--- config.mk ---
export PLATFORM = sky130hd
export DESIGN_NAME = fir_filter
export DESIGN_NICKNAME = d
export VERILOG_FILES = /design/src/rtl/fir_pkg.sv /design/src/rtl/fir_tap.sv /design/src/rtl/fir_filter.sv
export SDC_FILE = /design/constraint.sdc
export NUM_CORES = 1
export LEC_CHECK = 0
export CAP_MARGIN = 20
export CORE_UTILIZATION = 28
export DETAILED_ROUTE_END_ITERATION = 8
export DONT_BUFFER_PORTS = 1
export PLACE_DENSITY = 0.37
export SKIP_CTS_REPAIR_TIMING = 1
export SLEW_MARGIN = 20
export SYNTH_ARGS = -nofsm -noshare
export SYNTH_HDL_FRONTEND = slang
export SYNTH_SLANG_ARGS = --single-unit
--- constraint.sdc ---
create_clock -name clk -period 8.8 [get_ports clk]
set_clock_uncertainty 0.15 [all_clocks]
set_input_delay 0.44 -clock clk [delete_from_list [all_inputs] [get_ports clk]]
set_output_delay 0.44 -clock clk [all_outputs]
set_load 0.005 [all_outputs]
--- src/rtl/fir_pkg.sv ---
`default_nettype none
// +----------------------------------------------------------------------+
// | fir_pkg                                                              |
// | Default FIR widths, tap count and the symmetric coefficient set.     |
// | Revision: 1.0                                                        |
// +----------------------------------------------------------------------+
package fir_pkg;

  localparam int DEFAULT_TAPS   = 8;
  localparam int DEFAULT_DATA_W = 16;
  localparam int DEFAULT_COEF_W = 16;
  localparam int DEFAULT_OUT_W  = 32;

  // h[0] multiplies the newest sample.
  localparam logic signed [DEFAULT_COEF_W-1:0] FIR_COEFS [0:DEFAULT_TAPS-1] = '{
    16'sd1, 16'sd2, 16'sd3, 16'sd4, 16'sd4, 16'sd3, 16'sd2, 16'sd1
  };

  // Taps beyond the stored set read as zero, so larger TAPS values still elaborate.
  function automatic int coef_at(input int idx);
    int c;
    c = 0;
    for (int k = 0; k < DEFAULT_TAPS; k++) begin
      if (k == idx) begin
        c = int'(FIR_COEFS[k]);
      end
    end
    return c;
  endfunction

endpackage
`default_nettype wire

--- src/rtl/fir_tap.sv ---
`default_nettype none
// +----------------------------------------------------------------------+
// | fir_tap                                                              |
// | One FIR tap: delay-line register plus full-precision coefficient     |
// | multiply of the sample presented to it.                              |
// | Revision: 1.0                                                        |
// +----------------------------------------------------------------------+
module fir_tap
  import fir_pkg::*;
#(
  parameter int                        DATA_W = DEFAULT_DATA_W,
  parameter int                        COEF_W = DEFAULT_COEF_W,
  parameter logic signed [COEF_W-1:0]  COEF   = '0
) (
  input  logic                              clk,
  input  logic                              reset,
  input  logic signed [DATA_W-1:0]          sample_in,
  output logic signed [DATA_W-1:0]          sample_q,
  output logic signed [DATA_W+COEF_W-1:0]   product
);

  localparam int PROD_W = DATA_W + COEF_W;

  always_ff @(posedge clk) begin
    if (reset) begin
      sample_q <= '0;
    end else begin
      sample_q <= sample_in;
    end
  end

  // Both operands widened first so the product is exact and signed.
  assign product = PROD_W'(sample_in) * PROD_W'(COEF);

endmodule
`default_nettype wire

--- src/rtl/fir_filter.sv ---
`default_nettype none
// +----------------------------------------------------------------------+
// | fir_filter                                                           |
// | Direct-form FIR filter, one sample per clock, registered output.     |
// | Option: FIR_PIPELINE_EN registers the products (latency 2 vs 1).     |
// | Revision: 1.0                                                        |
// +----------------------------------------------------------------------+
module fir_filter
  import fir_pkg::*;
#(
  parameter int TAPS   = DEFAULT_TAPS,
  parameter int DATA_W = DEFAULT_DATA_W,
  parameter int COEF_W = DEFAULT_COEF_W,
  parameter int OUT_W  = DEFAULT_OUT_W
) (
  input  logic                     clk,
  input  logic                     reset,
  input  logic signed [DATA_W-1:0] xn,
  output logic signed [OUT_W-1:0]  yn
);

  localparam int PROD_W = DATA_W + COEF_W;

  // samples[0] is the live input; samples[i+1] is the delay-line stage d[i].
  logic signed [DATA_W-1:0] samples  [0:TAPS];
  logic signed [PROD_W-1:0] products [0:TAPS-1];
  logic signed [PROD_W-1:0] prod_src [0:TAPS-1];
  logic signed [OUT_W-1:0]  acc;

  assign samples[0] = xn;

  for (genvar i = 0; i < TAPS; i++) begin : g_tap
    fir_tap #(
      .DATA_W (DATA_W),
      .COEF_W (COEF_W),
      .COEF   (COEF_W'(coef_at(i)))
    ) u_tap (
      .clk       (clk),
      .reset     (reset),
      .sample_in (samples[i]),
      .sample_q  (samples[i+1]),
      .product   (products[i])
    );
  end

`ifdef FIR_PIPELINE_EN
  logic signed [PROD_W-1:0] prod_q [0:TAPS-1];

  always_ff @(posedge clk) begin
    for (int i = 0; i < TAPS; i++) begin
      if (reset) begin
        prod_q[i] <= '0;
      end else begin
        prod_q[i] <= products[i];
      end
    end
  end

  assign prod_src = prod_q;
`else
  assign prod_src = products;
`endif

  // Sign-extend each product to OUT_W; the sum wraps modulo 2^OUT_W.
  always_comb begin
    acc = '0;
    for (int i = 0; i < TAPS; i++) begin
      acc = acc + OUT_W'(prod_src[i]);
    end
  end

  always_ff @(posedge clk) begin
    if (reset) begin
      yn <= '0;
    end else begin
      yn <= acc;
    end
  end

endmodule
`default_nettype wire

**Word level (Yosys, flattened, before mapping)**

Index checks and enable logic that the tools add are counted.

- Register bits after elaboration: 144
- Output and inout bits: 32
- Logic and storage cells: 17

- Add/sub/neg operators: 7
- $mul: 2

Operators with widths:

| operator | number |
|---|---|
| 16-bit by 3-bit multiplier with 19-bit output (second input constant) | 2 |
| 32-bit by 16-bit adder with 32-bit output | 1 |
| 32-bit by 17-bit adder with 32-bit output | 1 |
| 32-bit adder | 1 |
| 21-bit by 18-bit adder with 22-bit output | 1 |
| 20-bit by 18-bit adder with 21-bit output | 1 |
| 18-bit by 19-bit adder with 20-bit output | 1 |
| 16-bit by 17-bit adder with 18-bit output | 1 |

**Longest topological paths before layout**

Gate-level depths: netlist (run 1).

- Word-level depth: 7
- Mapped depth: 30
- Mapped depth without buffers: 28

**Modules after synthesis**

Synthesis (run 1) repeated with hierarchy kept, for this count alone.

- Cells, all modules: 1599
- Area total of the unflattened synthesis: 14771.7 um2

By module, submodules not included:

| module | instances | cells each | area an instance (um2) |
|---|---|---|---|
| fir_filter | 1 | 897 | 7724.9 |
| fir_tap at g_tap[1].u_tap ... | 4 | 66 | 708.2 |
| fir_tap at g_tap[2].u_tap ... | 2 | 154 | 1402.6 |
| fir_tap at g_tap[0].u_tap ... | 2 | 65 | 704.4 |

**Worst setup path before layout (run 1)**

OpenSTA, ideal clock, no wires.

- Kind: input-to-reg
- From: input xn[4]
- To: register yn[21]
- Setup time: 0.121 ns
- Arrival time: 6.648 ns
- Data required time: 8.529 ns
- Setup slack: 1.881 ns
- Cell stages on the path: 25
- Path buffers: 1
- Cells stage by stage: fa_1 > fa_1 > fa_1 > inv_1 > fa_1 > inv_1 > ha_1 > a211oi_1 > nor4_1 > nor2_1 > nand2b_1 > a21boi_0 > xnor2_1 > fa_1 > inv_1 > fa_1 > inv_1 > ha_1 > a21o_1 > a21o_1 > a211oi_1 > nor3_1 > or3_1 > buf_2 > mux2_4

- Word-level cells in the longest chain between the ends: 7

Ends and longest elaborated chain:

| element | line | source |
|---|---|---|
| start, declared | fir_filter.sv:18 | `input logic signed [DATA_W-1:0] xn,` |
| 16-bit by 17-bit adder with 18-bit output | fir_filter.sv:68 | `acc = acc + OUT_W'(prod_src[i]);` |
| 18-bit by 19-bit adder with 20-bit output | fir_filter.sv:68 |  |
| 20-bit by 18-bit adder with 21-bit output | fir_filter.sv:68 |  |
| 21-bit by 18-bit adder with 22-bit output | fir_filter.sv:68 |  |
| 32-bit adder | fir_filter.sv:68 |  |
| 32-bit by 17-bit adder with 32-bit output | fir_filter.sv:68 |  |
| 32-bit by 16-bit adder with 32-bit output | fir_filter.sv:68 |  |
| end signal, assigned | fir_filter.sv:74 | `yn <= '0;` |
| end signal, assigned | fir_filter.sv:76 | `yn <= acc;` |
| end, declared | fir_filter.sv:19 | `output logic signed [OUT_W-1:0] yn` |

Every way passes these cells.
A chain may end at the register's enable or synchronous reset.

**Final worst setup path (run 1)**

- From: register g_tap[0].u_tap.sample_q[2]
- To: register yn[21]

- Word-level cells in the longest chain between the ends: 7

Ends and longest elaborated chain:

| element | line | source |
|---|---|---|
| start, declared | fir_tap.sv:18 | `output logic signed [DATA_W-1:0] sample_q,` |
| start signal, assigned | fir_tap.sv:28 | `sample_q <= sample_in;` |
| 16-bit by 17-bit adder with 18-bit output | fir_filter.sv:68 |  |
| 18-bit by 19-bit adder with 20-bit output | fir_filter.sv:68 |  |
| 20-bit by 18-bit adder with 21-bit output | fir_filter.sv:68 |  |
| 21-bit by 18-bit adder with 22-bit output | fir_filter.sv:68 |  |
| 32-bit adder | fir_filter.sv:68 |  |
| 32-bit by 17-bit adder with 32-bit output | fir_filter.sv:68 |  |
| 32-bit by 16-bit adder with 32-bit output | fir_filter.sv:68 |  |

Every way passes these cells.

==> summary.md, run 1 <==
| Metric | Value |
|---|---|
| Status | `finished, violations left` |
| Violated checks | `negative hold slack` |
| Clk_lat worst skew | `0.44 ns` |
| Mapped Nets | `approximately 1200` |
| Switching power total | `0.909 mW` |
| Synth cell count leaders | `148 x inv_1, 144 x dfxtp_1, 111 x fa_1, 107 x nor2b_1, 93 x ha_1` |
| CTS Buffer Depth | `2` |
| Max_cap viols | `0` |
| Worst slew pin tran | `~0.70 ns` |
| Clock sinks | `between 100 and 150` |
| Switching Share | `a little under two fifths` |
| Port Buf Inserts | `0` |
| GRT Resource Usage Total | `around 12%` |
| Die height | `approximately 190 um` |
| Multi-input gate area | `roughly 6200 sq um` |
| Ratio of cells with drive above 1 in the final layout | `under 10%` |
| Pre-Repair DR Iteration Count | `4` |
| Post-synth top area cell | `dfxtp_1` |
| TritonCTS clock tree | `yes` |
| Register area share after synthesis | `a little under 30%` |
| GP Congestion | `approximately 0.80` |
| First-pass GRT wire length | `34100 um` |
| Inserted Clock Buffers | `17` |
| Tcrit/Tclk final | `between 80% and 90%` |
| #FFs+latches synth | `~140` |
| Seq pwr share | `just over 30%` |
| Residual DRC | `0` |
| Nature of the critical path endpoint | `flip-flop` |
| Total gr overflow | `0` |
| Peak Freq | `between 0.1 and 0.15 GHz` |
| Initial antenna violation count | `0` |
| Logic gate share of total power | `between 30% and 40%` |
| Synth Area per Inst | `just over 10 sq um` |
| Primary FF master, synth | `dfxtp_1` |
| Min-Delay Path Class | `input port to flip-flop` |
| Register-to-register setup slack | `1.43 ns` |
| Final Critical Period | `around 7.4 ns` |
| Cell Rows | `67` |
| Lkg Pwr | `5.14 nW` |
| Count leader, synth | `inv_1` |
| WS Path Type | `flip-flop to flip-flop` |
| DP HPWL | `around 15000 um` |
| Int Pwr | `between 1.5 and 2 mW` |
| Synth Cell Area | `slightly below 10000 sq um` |
| Via density per instance | `4.24` |
| DR vias | `6104` |
| Die W | `188 um` |
| Seq. cell area | `2880 sq um` |
| Final Hold Viols | `1` |
| Distinct cell type count of the synthesized netlist | `63` |
| Yosys warning count | `0` |
| Post-synth ARST share | `0%` |
| Clock slew at reported path FFs | `approximately 0.060 ns` |
| Root buffer cell | `clkbuf_16` |
| Worst-path fanout max | `7` |
| Initial core utilization | `between 20 and 30%` |
| RSZ-0062 raised after global routing | `no` |
| Final Max Tran Viols | `0` |
| Power Dens Cells | `223 nW/um^2` |
| Pin count of the biggest net entering global routing | `about 160` |
| Share of Yosys cell area claimed by the top area cell type | `29.6%` |
| Deepest level of the CTS H-tree | `4` |
| Vias in the first global route | `about 6700` |
| Number of synthesized flops with an enable pin | `0` |
| Required @ worst endpoint | `between 8 and 9 ns` |
| Maximum vdd drop | `about 150 uV` |
| Cells after Synth | `965` |
| Core area | `approximately 34000 sq um` |
| Worst Setup Start Kind | `flip-flop` |
| Antenna Cells | `0` |
| Initial DRC Count | `234` |
| Util after Layout | `32.4%` |
| Area Overhead vs Synth | `12.7%` |
| Layout Nets | `1201` |
| Fillers | `3545` |
| Boundary Pins | `50` |
| # setup viols final | `0` |
| Clk pwr share | `between 20% and 30%` |
| Max_slew headroom | `~53%` |
| Die area | `~35000 sq um` |
| Antenna-violating nets left | `0` |
| WP data arrival | `~7.5 ns` |
| Synth area leaders | `dfxtp_1 30%, fa_1 23%, ha_1 12%` |
| WL/cell | `14.0 um` |
| Fin Setup TNS | `0 ns` |
| Detailed Route WL | `20200 um` |
| Worst Hold Slack | `-0.00267 ns` |
registers in the layout, indices dropped and copies added (netlist names):
signal	flops
yn	32
g_tap.u_tap.sample_q	112
layout by cell type, fill, tap and decap left out, types with 8 or more instances in the layout:
master         count
fa_1             111
xor2_1            11
nor2b_1          107
a21oi_1           42
o21a_1             8
dfxtp_1          144
a21o_1            22
nand2_1           28
nand3_1           14
xnor2_1           20
a211oi_1          16
o21ai_0           25
nor2_1            55
inv_1            148
dlygate4sd3_1     15
ha_1              93
clkbuf_16         17
power groups by stage:
stage / Sequential, mW / Clock (mW) / Combinational, mW
floorplan: 0.760 / 0 / 0.760
global placement: 0.773 / 0 / 0.972
detailed placement: 0.774 / 0 / 0.963
CTS: 0.759 / 0.762 / 0.973
global route: 0.764 / 0.790 / 1.13
finish: 0.756 / 0.727 / 0.966
routing by layer:
| layer | vias to the layer above | global-route usage (%) | wire (um) |
|---|---|---|---|
| met4 | 0 | 4.81 | 380 |
| met3 | 19 | 2.74 | 561 |
| met5 | - | 0 | 0 |
| met2 | 86 | 18.2 | 8340 |
| met1 | 2825 | 17.0 | 10900 |
| li1 | 3174 | - | - |
cells by family after synthesis:
group / share of synthesized area (%)
flip-flops: 29.6
multiplexers: 1.11
XOR/XNOR: 2.79
buffers and inverters: 6.55
adder cells (fa/ha/maj): 34.8
AND/OR/NAND/NOR: 14.0
AO/OA/AOI/OAI: 11.1
through the flow:
| step | cell area [sq um] | hold slack [ns] | std cells | worst slack (ns) | total power [mW] |
|---|---|---|---|---|---|
| floorplan | 9730 | 0.284 | 965 | 1.88 | 1.52 |
| global placement | 10200 | 0.304 | 1392 | 1.29 | 1.75 |
| detailed placement | 10200 | 0.313 | 1392 | 1.21 | 1.74 |
| CTS | 10800 | -0.0919 | 1424 | 1.34 | 2.49 |
| global route | 11000 | 0.00345 | 1440 | 0.951 | 2.69 |
| finish | 11000 | -0.00267 | 1440 | 1.43 | 2.45 |
critical path: stages, from the launching register on:
cell,delay (ns)
dfxtp_1,0.32
fa_1,0.53
fa_1,0.44
fa_1,0.54
inv_1,0.05
fa_1,0.49
inv_1,0.04
ha_1,0.22
inv_1,0.08
fa_1,0.20
nor2b_1,0.07
o31ai_1,0.36
a21oi_1,0.17
o2111ai_1,0.39
a31oi_1,0.16
xnor2_1,0.25
fa_1,0.48
fa_1,0.51
inv_1,0.04
ha_1,0.37
and2_1,0.22
and2_1,0.20
nand2_1,0.06
a2111oi_0,0.31
or3_1,0.27
mux2_4,0.31
final timing paths:
| path | cells after the start | to | startpoint |
|---|---|---|---|
| worst max-delay path | 25 | yn[21] | g_tap[0].u_tap.sample_q[2] |
| worst min-delay path | 1 | g_tap[0].u_tap.sample_q[2] | xn[2] |
| worst max register to register | 25 | yn[21] | g_tap[0].u_tap.sample_q[2] |
| worst min register to register | 1 | g_tap[1].u_tap.sample_q[0] | g_tap[0].u_tap.sample_q[0] |
area by class of cell:
type,count,area share [%]
clock inverters,12,1.23
clock buffers,20,4.07
inverters,148,5.07
well taps,448,5.11
flip-flops and latches,144,26.3
multi-input cells,652,56.6
repair buffers,16,1.62
(Power assumes the default switching activity.)
==> inputs of run 2 (changes only) <==
--- a/config.mk
+++ b/config.mk
@@ -5,11 +5,12 @@
 export SDC_FILE = /design/constraint.sdc
 export NUM_CORES = 1
 export LEC_CHECK = 0
+export ABC_AREA = 1
 export CAP_MARGIN = 20
 export CORE_UTILIZATION = 28
 export DETAILED_ROUTE_END_ITERATION = 8
 export DONT_BUFFER_PORTS = 1
-export PLACE_DENSITY = 0.37
+export PLACE_DENSITY = 0.39
 export SKIP_CTS_REPAIR_TIMING = 1
 export SLEW_MARGIN = 20
 export SYNTH_ARGS = -nofsm -noshare
==> constraint.sdc (replaced) <==
create_clock -name clk -period 6.7 [get_ports clk]
set_clock_uncertainty 0.15 [all_clocks]
set_input_delay 0.335 -clock clk [delete_from_list [all_inputs] [get_ports clk]]
set_output_delay 0.335 -clock clk [all_outputs]
set_load 0.005 [all_outputs]
==> summary.md, run 2 <==
| Metric | Value |
|---|---|
| Status | `completed` |
| Worst Setup Start Kind | `flip-flop` |
| Synth Area per Inst | `7.96 sq um (-21%)` |
| WS Path Type | `flip-flop to flip-flop` |
| Clock slew at reported path FFs | `0.07 ns (about the same)` |
| Area Overhead vs Synth | `16.9%` |
| Required @ worst endpoint | `6.88 ns (-2.08 ns)` |
| Number of synthesized flops with an enable pin | `0 (unchanged)` |
| Total gr overflow | `0 (unchanged)` |
| Fillers | `3860 (+8.9%)` |
| Tcrit/Tclk final | `95.6% (+12 points)` |
| Initial DRC Count | `175 (-25%)` |
| Antenna-violating nets left | `0 (unchanged)` |
| Root buffer cell | `clkbuf_16` |
| Post-synth top area cell | `dfxtp_1` |
| Final Non-Filler Cells | `1822 (+27%)` |
| DR vias | `7507 (+23%)` |
| Register-to-register setup slack | `0.30 ns (-1.13 ns)` |
| WL/cell | `12.7 um (-9.3%)` |
| Ratio of cells with drive above 1 in the final layout | `5.66% (+1.0 points)` |
| Synth area leaders | `dfxtp_1 28%, fa_1 22%, inv_1 12%` |
| Detailed Route WL | `23100 um (+15%)` |
| Final Critical Period | `6.40 ns (-0.965 ns)` |
| Pre-CTS setup slack | `0.177 ns (-1.04 ns)` |
| Via density per instance | `4.12 (-2.8%)` |
| Commonest non-fill, non-tap cell in the layout | `inv_1` |
| Die W | `194 um (+2.9%)` |
| Vias in the first global route | `7820 (+16%)` |
| Cells after Synth | `1294 (+34%)` |
| Post-Place Cells | `1739 (+25%)` |
| Port Buf Inserts | `0 (unchanged)` |
| Clock sinks | `144 (unchanged)` |
| Max FFs per register | `112 (unchanged)` |
| CTS Buffer Depth | `2 (unchanged)` |
| Register area share after synthesis | `28.0% (-1.7 points)` |
| Initial core utilization | `28.7% (-0.031 points)` |
| Nature of the critical path endpoint | `flip-flop` |
| Final Hold Viols | `0 (-1)` |
| Commonest cells after routing, fill and taps aside | `327 x inv_1, 209 x nand2_1, 169 x nor2_1` |
| First-pass GRT wire length | `38300 um (+12%)` |
| #FFs+latches synth | `144 (unchanged)` |
| Pin count of the biggest net entering global routing | `118 (-24%)` |
| Antenna Cells | `0 (unchanged)` |
| Primary FF master, synth | `dfxtp_1` |
| TritonCTS clock tree | `yes` |
| Biggest register | `g_tap.u_tap.sample_q` |
| Boundary Pins | `50 (unchanged)` |
| # setup viols final | `0 (unchanged)` |
| Worst slew pin tran | `0.684 ns (-0.0181 ns)` |
| Mapped Nets | `1516 (+28%)` |
| Min-Delay Path Class | `input port to flip-flop` |
| Die area | `37600 sq um (+5.9%)` |
| Synth Cell Area | `10300 sq um (+5.9%)` |
| Deepest level of the CTS H-tree | `4 (unchanged)` |
| Cell Rows | `69 (+3.0%)` |
| Count leader, synth | `inv_1` |
| Power Dens Cells | `289 nW/um^2 (+29%)` |
| Final WS setup | `0.298 ns (-1.13 ns)` |
| RSZ-0062 raised after global routing | `yes` |
| Yosys warning count | `0 (unchanged)` |
| Lkg Pwr | `6.35 nW (+24%)` |
| Layout Nets | `1570 (+31%)` |
| Pre-Repair DR Iteration Count | `4 (unchanged)` |
| Util after Layout | `33.5% (+1.2 points)` |
| Post-synth ARST share | `0% (unchanged)` |
| Die height | `194 um (+2.9%)` |
| Worst-path fanout max | `5 (-2)` |
| Final Max Tran Viols | `0 (unchanged)` |
| GRT Resource Usage Total | `12.9% (+0.74 points)` |
| Core area | `35900 sq um (+6.0%)` |
| Worst Hold Slack | `0.108 ns (+0.111 ns)` |
| Inserted Clock Buffers | `17 (unchanged)` |
| Synth cell count leaders | `327 x inv_1, 213 x nand2_1, 174 x nor2_1, 144 x dfxtp_1, 111 x fa_1` |
| Residual DRC | `0 (unchanged)` |
| Share of Yosys cell area claimed by the top area cell type | `28.0% (-1.7 points)` |
| GP Congestion | `0.789 (-0.88%)` |
| Peak Freq | `0.156 GHz (+15%)` |
| Top flop regs | `g_tap.u_tap.sample_q x112, yn x32` |
| WP data arrival | `6.58 ns (-0.95 ns)` |
| Initial antenna violation count | `0 (unchanged)` |
| Distinct cell type count of the synthesized netlist | `34 (-46%)` |
| Maximum vdd drop | `180 uV (+23%)` |
| Max_slew headroom | `54.4% (+1.2 points)` |
| DP HPWL | `18100 um (+17%)` |
| Max_cap viols | `0 (unchanged)` |
| Clk_lat worst skew | `0.44 ns (about the same)` |
-- run 2: report_power, final --
part | total [mW] | switching, mW | internal, mW | leakage (nW)
sequential | 0.988 | 0.0469 | 0.941 | 1.18
combinational | 1.43 | 0.929 | 0.503 | 4.86
clock | 1.05 | 0.392 | 0.663 | 0.309
total | 3.48 | 1.37 | 2.11 | 6.35
-- run 2: final cells by class --
cell class / instances / area, sq um / area share [%]
clock buffers: 23 / 488 / 4.05
flip-flops and latches: 144 / 2880 / 23.9
clock inverters: 9 / 154 / 1.28
well taps: 461 / 577 / 4.79
inverters: 330 / 1240 / 10.3
repair buffers: 51 / 528 / 4.38
multi-input cells: 804 / 6180 / 51.3
-- run 2: per-layer routing --
metal  routed length [um]  global-route usage, %  up-vias
met1                11700                   17.0     3453
li1                     -                      -     3953
met2                10300                   20.7       80
met5                    0                      0        -
met3                  623                   2.96       21
met4                  435                   4.47        0
-- run 2: final timing paths --
check / startpoint / to / cells past startpoint
setup / recovery: g_tap[0].u_tap.sample_q[13] / yn[21] / 26
hold / removal: reset / g_tap[2].u_tap.sample_q[14] / 2
setup reg to reg: g_tap[0].u_tap.sample_q[13] / yn[21] / 26
hold reg to reg: g_tap[2].u_tap.sample_q[3] / g_tap[3].u_tap.sample_q[3] / 2
-- run 2: worst max-delay path, stage by stage, from the launching register on --
cell	delay, ns
dfxtp_1	0.33
fa_1	0.52
fa_1	0.44
fa_1	0.55
inv_1	0.05
fa_1	0.50
inv_1	0.04
ha_1	0.37
nand2_1	0.13
nor2_2	0.16
and2_4	0.18
nand4_1	0.24
nand4_1	0.18
nand2_1	0.13
fa_1	0.50
inv_1	0.06
fa_1	0.45
ha_1	0.36
nand2_1	0.13
nor2_2	0.17
inv_1	0.06
nor2_1	0.14
nand3b_1	0.18
nand3_1	0.12
nand2_1	0.06
clkinv_1	0.05
nor2_2	0.03
-- run 2: cell families after synthesis --
| kind of cell | after synthesis | synth area share (%) |
|---|---|---|
| simple gates | 470 | 18.9 |
| flops | 144 | 28.0 |
| xor+xnor | 23 | 1.95 |
| fa+ha+maj | 204 | 32.9 |
| compound gates | 107 | 5.55 |
| buf+inv | 346 | 12.7 |
-- run 2: metrics by stage --
step,power (mW),TNS (ns),instance area [sq um]
finish,3.48,0,12000
global route,3.80,-0.000571,12000
CTS,3.50,0,11500
global placement,2.41,0,10800
detailed placement,2.41,0,10800
floorplan,2.07,0,10300
==> inputs of run 3 (changes only) <==
--- a/config.mk
+++ b/config.mk
@@ -5,12 +5,11 @@
 export SDC_FILE = /design/constraint.sdc
 export NUM_CORES = 1
 export LEC_CHECK = 0
-export ABC_AREA = 1
 export CAP_MARGIN = 20
-export CORE_UTILIZATION = 28
+export CORE_UTILIZATION = 45
 export DETAILED_ROUTE_END_ITERATION = 8
 export DONT_BUFFER_PORTS = 1
-export PLACE_DENSITY = 0.39
+export PLACE_DENSITY = 0.58
 export SKIP_CTS_REPAIR_TIMING = 1
 export SLEW_MARGIN = 20
 export SYNTH_ARGS = -nofsm -noshare
==> summary.md, run 3 (same netlist as run 1, synthesis figures left out) <==
| Metric | Value |
|---|---|
| Status | `finished, violations left` |
| Violated checks | `negative setup slack` |
| Nature of the critical path endpoint | `flip-flop` |
| Clk_lat worst skew | `0.42 ns (-0.02 ns)` |
| Area Overhead vs Synth | `25.1%` |
| Crit path from | `g_tap[0].u_tap.sample_q[8]` |
| Final Hold Viols | `0 (unchanged)` |
| Number of buffer and inverter stages on the critical path | `5 (unchanged)` |
| Vias in the first global route | `6526 (-17%)` |
| Initial antenna violation count | `0 (unchanged)` |
| # setup viols final | `6 (+6)` |
| Tcrit/Tclk final | `101% (+5.7 points)` |
| Largest stage delay on the critical path | `0.54 ns (about the same)` |
| Clock sinks | `144 (unchanged)` |
| First-pass GRT wire length | `30500 um (-20%)` |
| Root buffer cell | `clkbuf_16` |
| Pin count of the biggest net entering global routing | `156 (+32%)` |
| Final WS setup | `-0.0837 ns (-0.381 ns)` |
| Crit-path slowest cell | `fa_1` |
| Antenna Cells | `0 (unchanged)` |
| GP Congestion | `0.873 (+11%)` |
| Min-Delay Path Class | `input port to flip-flop` |
| WP data arrival | `6.97 ns (+0.39 ns)` |
| Detailed Route WL | `18800 um (-19%)` |
| Top flop regs | `g_tap.u_tap.sample_q x112, yn x32` |
| Die height | `149 um (-23%)` |
| Max_slew headroom | `57.5% (+3.1 points)` |
| Layout Nets | `1318 (-16%)` |
| Worst slew pin tran | `0.631 ns (-0.0525 ns)` |
| Biggest register | `g_tap.u_tap.sample_q` |
| GRT Resource Usage Total | `17.3% (+4.4 points)` |
| Pre-Repair DR Iteration Count | `4 (unchanged)` |
| Die W | `149 um (-23%)` |
| Worst Setup Start Kind | `flip-flop` |
| DR vias | `6655 (-11%)` |
| End point of the critical path | `yn[29]` |
| Critical path's most frequent cell | `fa_1` |
| Initial DRC Count | `159 (-9.1%)` |
| TritonCTS clock tree | `yes` |
| Final Max Tran Viols | `0 (unchanged)` |
| Core area | `21100 sq um (-41%)` |
| CTS Buffer Depth | `2 (unchanged)` |
| DP HPWL | `13500 um (-25%)` |
| Deepest level of the CTS H-tree | `4 (unchanged)` |
| Antenna-violating nets left | `0 (unchanged)` |
| Power Dens Cells | `300 nW/um^2 (+4.1%)` |
| R2R depth | `25 (-3.8%)` |
| Total gr overflow | `0 (unchanged)` |
| Lkg Pwr | `5.85 nW (-7.9%)` |
| Crit-path leading delay family | `adder cells` |
| Worst Hold Slack | `0.00334 ns (-0.105 ns)` |
| Residual DRC | `0 (unchanged)` |
| RSZ-0062 raised after global routing | `yes` |
| Ratio of cells with drive above 1 in the final layout | `17.6% (+12 points)` |
| WS Path Type | `flip-flop to flip-flop` |
| Commonest cells after routing, fill and taps aside | `144 x inv_1, 142 x dfxtp_1, 109 x fa_1` |
| Boundary Pins | `50 (unchanged)` |
| Cell Rows | `53 (-23%)` |
| Levels on crit path | `25 (-3.8%)` |
| Worst-path fanout max | `4 (-1)` |
| Port Buf Inserts | `0 (unchanged)` |
| WL/cell | `13.6 um (+6.8%)` |
| FF-to-FF Start | `g_tap[0].u_tap.sample_q[8]` |
| Final Non-Filler Cells | `1384 (-24%)` |
| Max FFs per register | `112 (unchanged)` |
| FF-to-FF End | `yn[29]` |
| Commonest non-fill, non-tap cell in the layout | `inv_1` |
| Initial core utilization | `46.1% (+17 points)` |
| Pre-CTS setup slack | `-0.445 ns (-0.623 ns)` |
| Clock slew at reported path FFs | `0.06 ns (about the same)` |
| Required @ worst endpoint | `6.89 ns (about the same)` |
| Maximum vdd drop | `181 uV (+0.37%)` |
| Fillers | `1821 (-53%)` |
| Inserted Clock Buffers | `17 (unchanged)` |
| Via density per instance | `4.81 (+17%)` |
| Max_cap viols | `0 (unchanged)` |
| Final Critical Period | `6.78 ns (+0.381 ns)` |
| Post-Place Cells | `1287 (-26%)` |
| Peak Freq | `0.147 GHz (-5.6%)` |
| Register-to-register setup slack | `-0.08 ns (-0.38 ns)` |
| Die area | `22200 sq um (-41%)` |
run 3: cell types whose count changed in the layout (fill, tap and decap cells not counted), moves of 17 or more:
cell	previous run	this run
nand3_1	40	13
buf_4	0	74
a21o_1	5	22
nor2b_1	0	106
nand2_1	209	28
nor2_1	169	52
a21oi_1	68	30
inv_1	327	144
run 3: stage by stage:
| stage | setup TNS, ns | cell area (sq um) | util (%) | power (mW) |
|---|---|---|---|---|
| floorplan | 0 | 9800 | - | 2.04 |
| global placement | -3.47 | 10600 | 50.1 | 2.48 |
| detailed placement | -5.16 | 10600 | 50.1 | 2.50 |
| CTS | -4.65 | 11200 | 52.9 | 3.47 |
| global route | -3.33 | 12200 | 57.7 | 3.95 |
| finish | -0.306 | 12200 | 57.7 | 3.66 |
run 3: report_power, final:
part,switching [mW],internal [mW]
logic,0.882,0.840
clock network,0.391,0.558
registers,0.0428,0.945
run 3: how the worst min path moves through the flow:
stage	start	endpoint	cells after the start
finish	reset	yn[22]	2
global route	reset	yn[22]	2
CTS	reset	yn[26]	1
detailed placement	reset	yn[26]	1
global placement	reset	yn[26]	1
floorplan	g_tap[2].u_tap.sample_q[14]	g_tap[3].u_tap.sample_q[14]	2
run 3: layout make-up:
class | count | area (sq um) | area share [%]
Clock inverter | 13 | 138 | 1.13
Timing Repair Buffer | 133 | 1160 | 9.56
Sequential cell | 144 | 2890 | 23.7
Clock buffer | 19 | 443 | 3.64
Multi-Input combinational cell | 652 | 6650 | 54.6
Tap cell | 275 | 344 | 2.83
Inverter | 148 | 556 | 4.56
run 3: per-layer routing:
| metal | vias up | GRT usage (%) | wire length (um) |
|---|---|---|---|
| met3 | 25 | 2.94 | 438 |
| li1 | 3401 | - | - |
| met5 | - | 0 | 0 |
| met2 | 82 | 26.9 | 8560 |
| met1 | 3147 | 24.2 | 9480 |
| met4 | 0 | 6.38 | 289 |
run 3: worst reg2reg max path, stage by stage (launching register included):
cell and delay [ns]:
dfxtp_1 0.32, fa_1 0.53, fa_1 0.44, fa_1 0.54, inv_1 0.05, fa_1 0.50, inv_1 0.04, ha_1 0.32
nand3_2 0.12, nor4_4 0.35, nor2_1 0.08, nand2b_1 0.16, a21boi_2 0.10, xnor2_2 0.17, fa_1 0.53, inv_1 0.06
fa_1 0.50, inv_1 0.07, ha_4 0.24, a21o_1 0.19, a21o_1 0.18, a211oi_2 0.22, nor3_1 0.07, or3_4 0.40
buf_4 0.16, a211oi_1 0.19
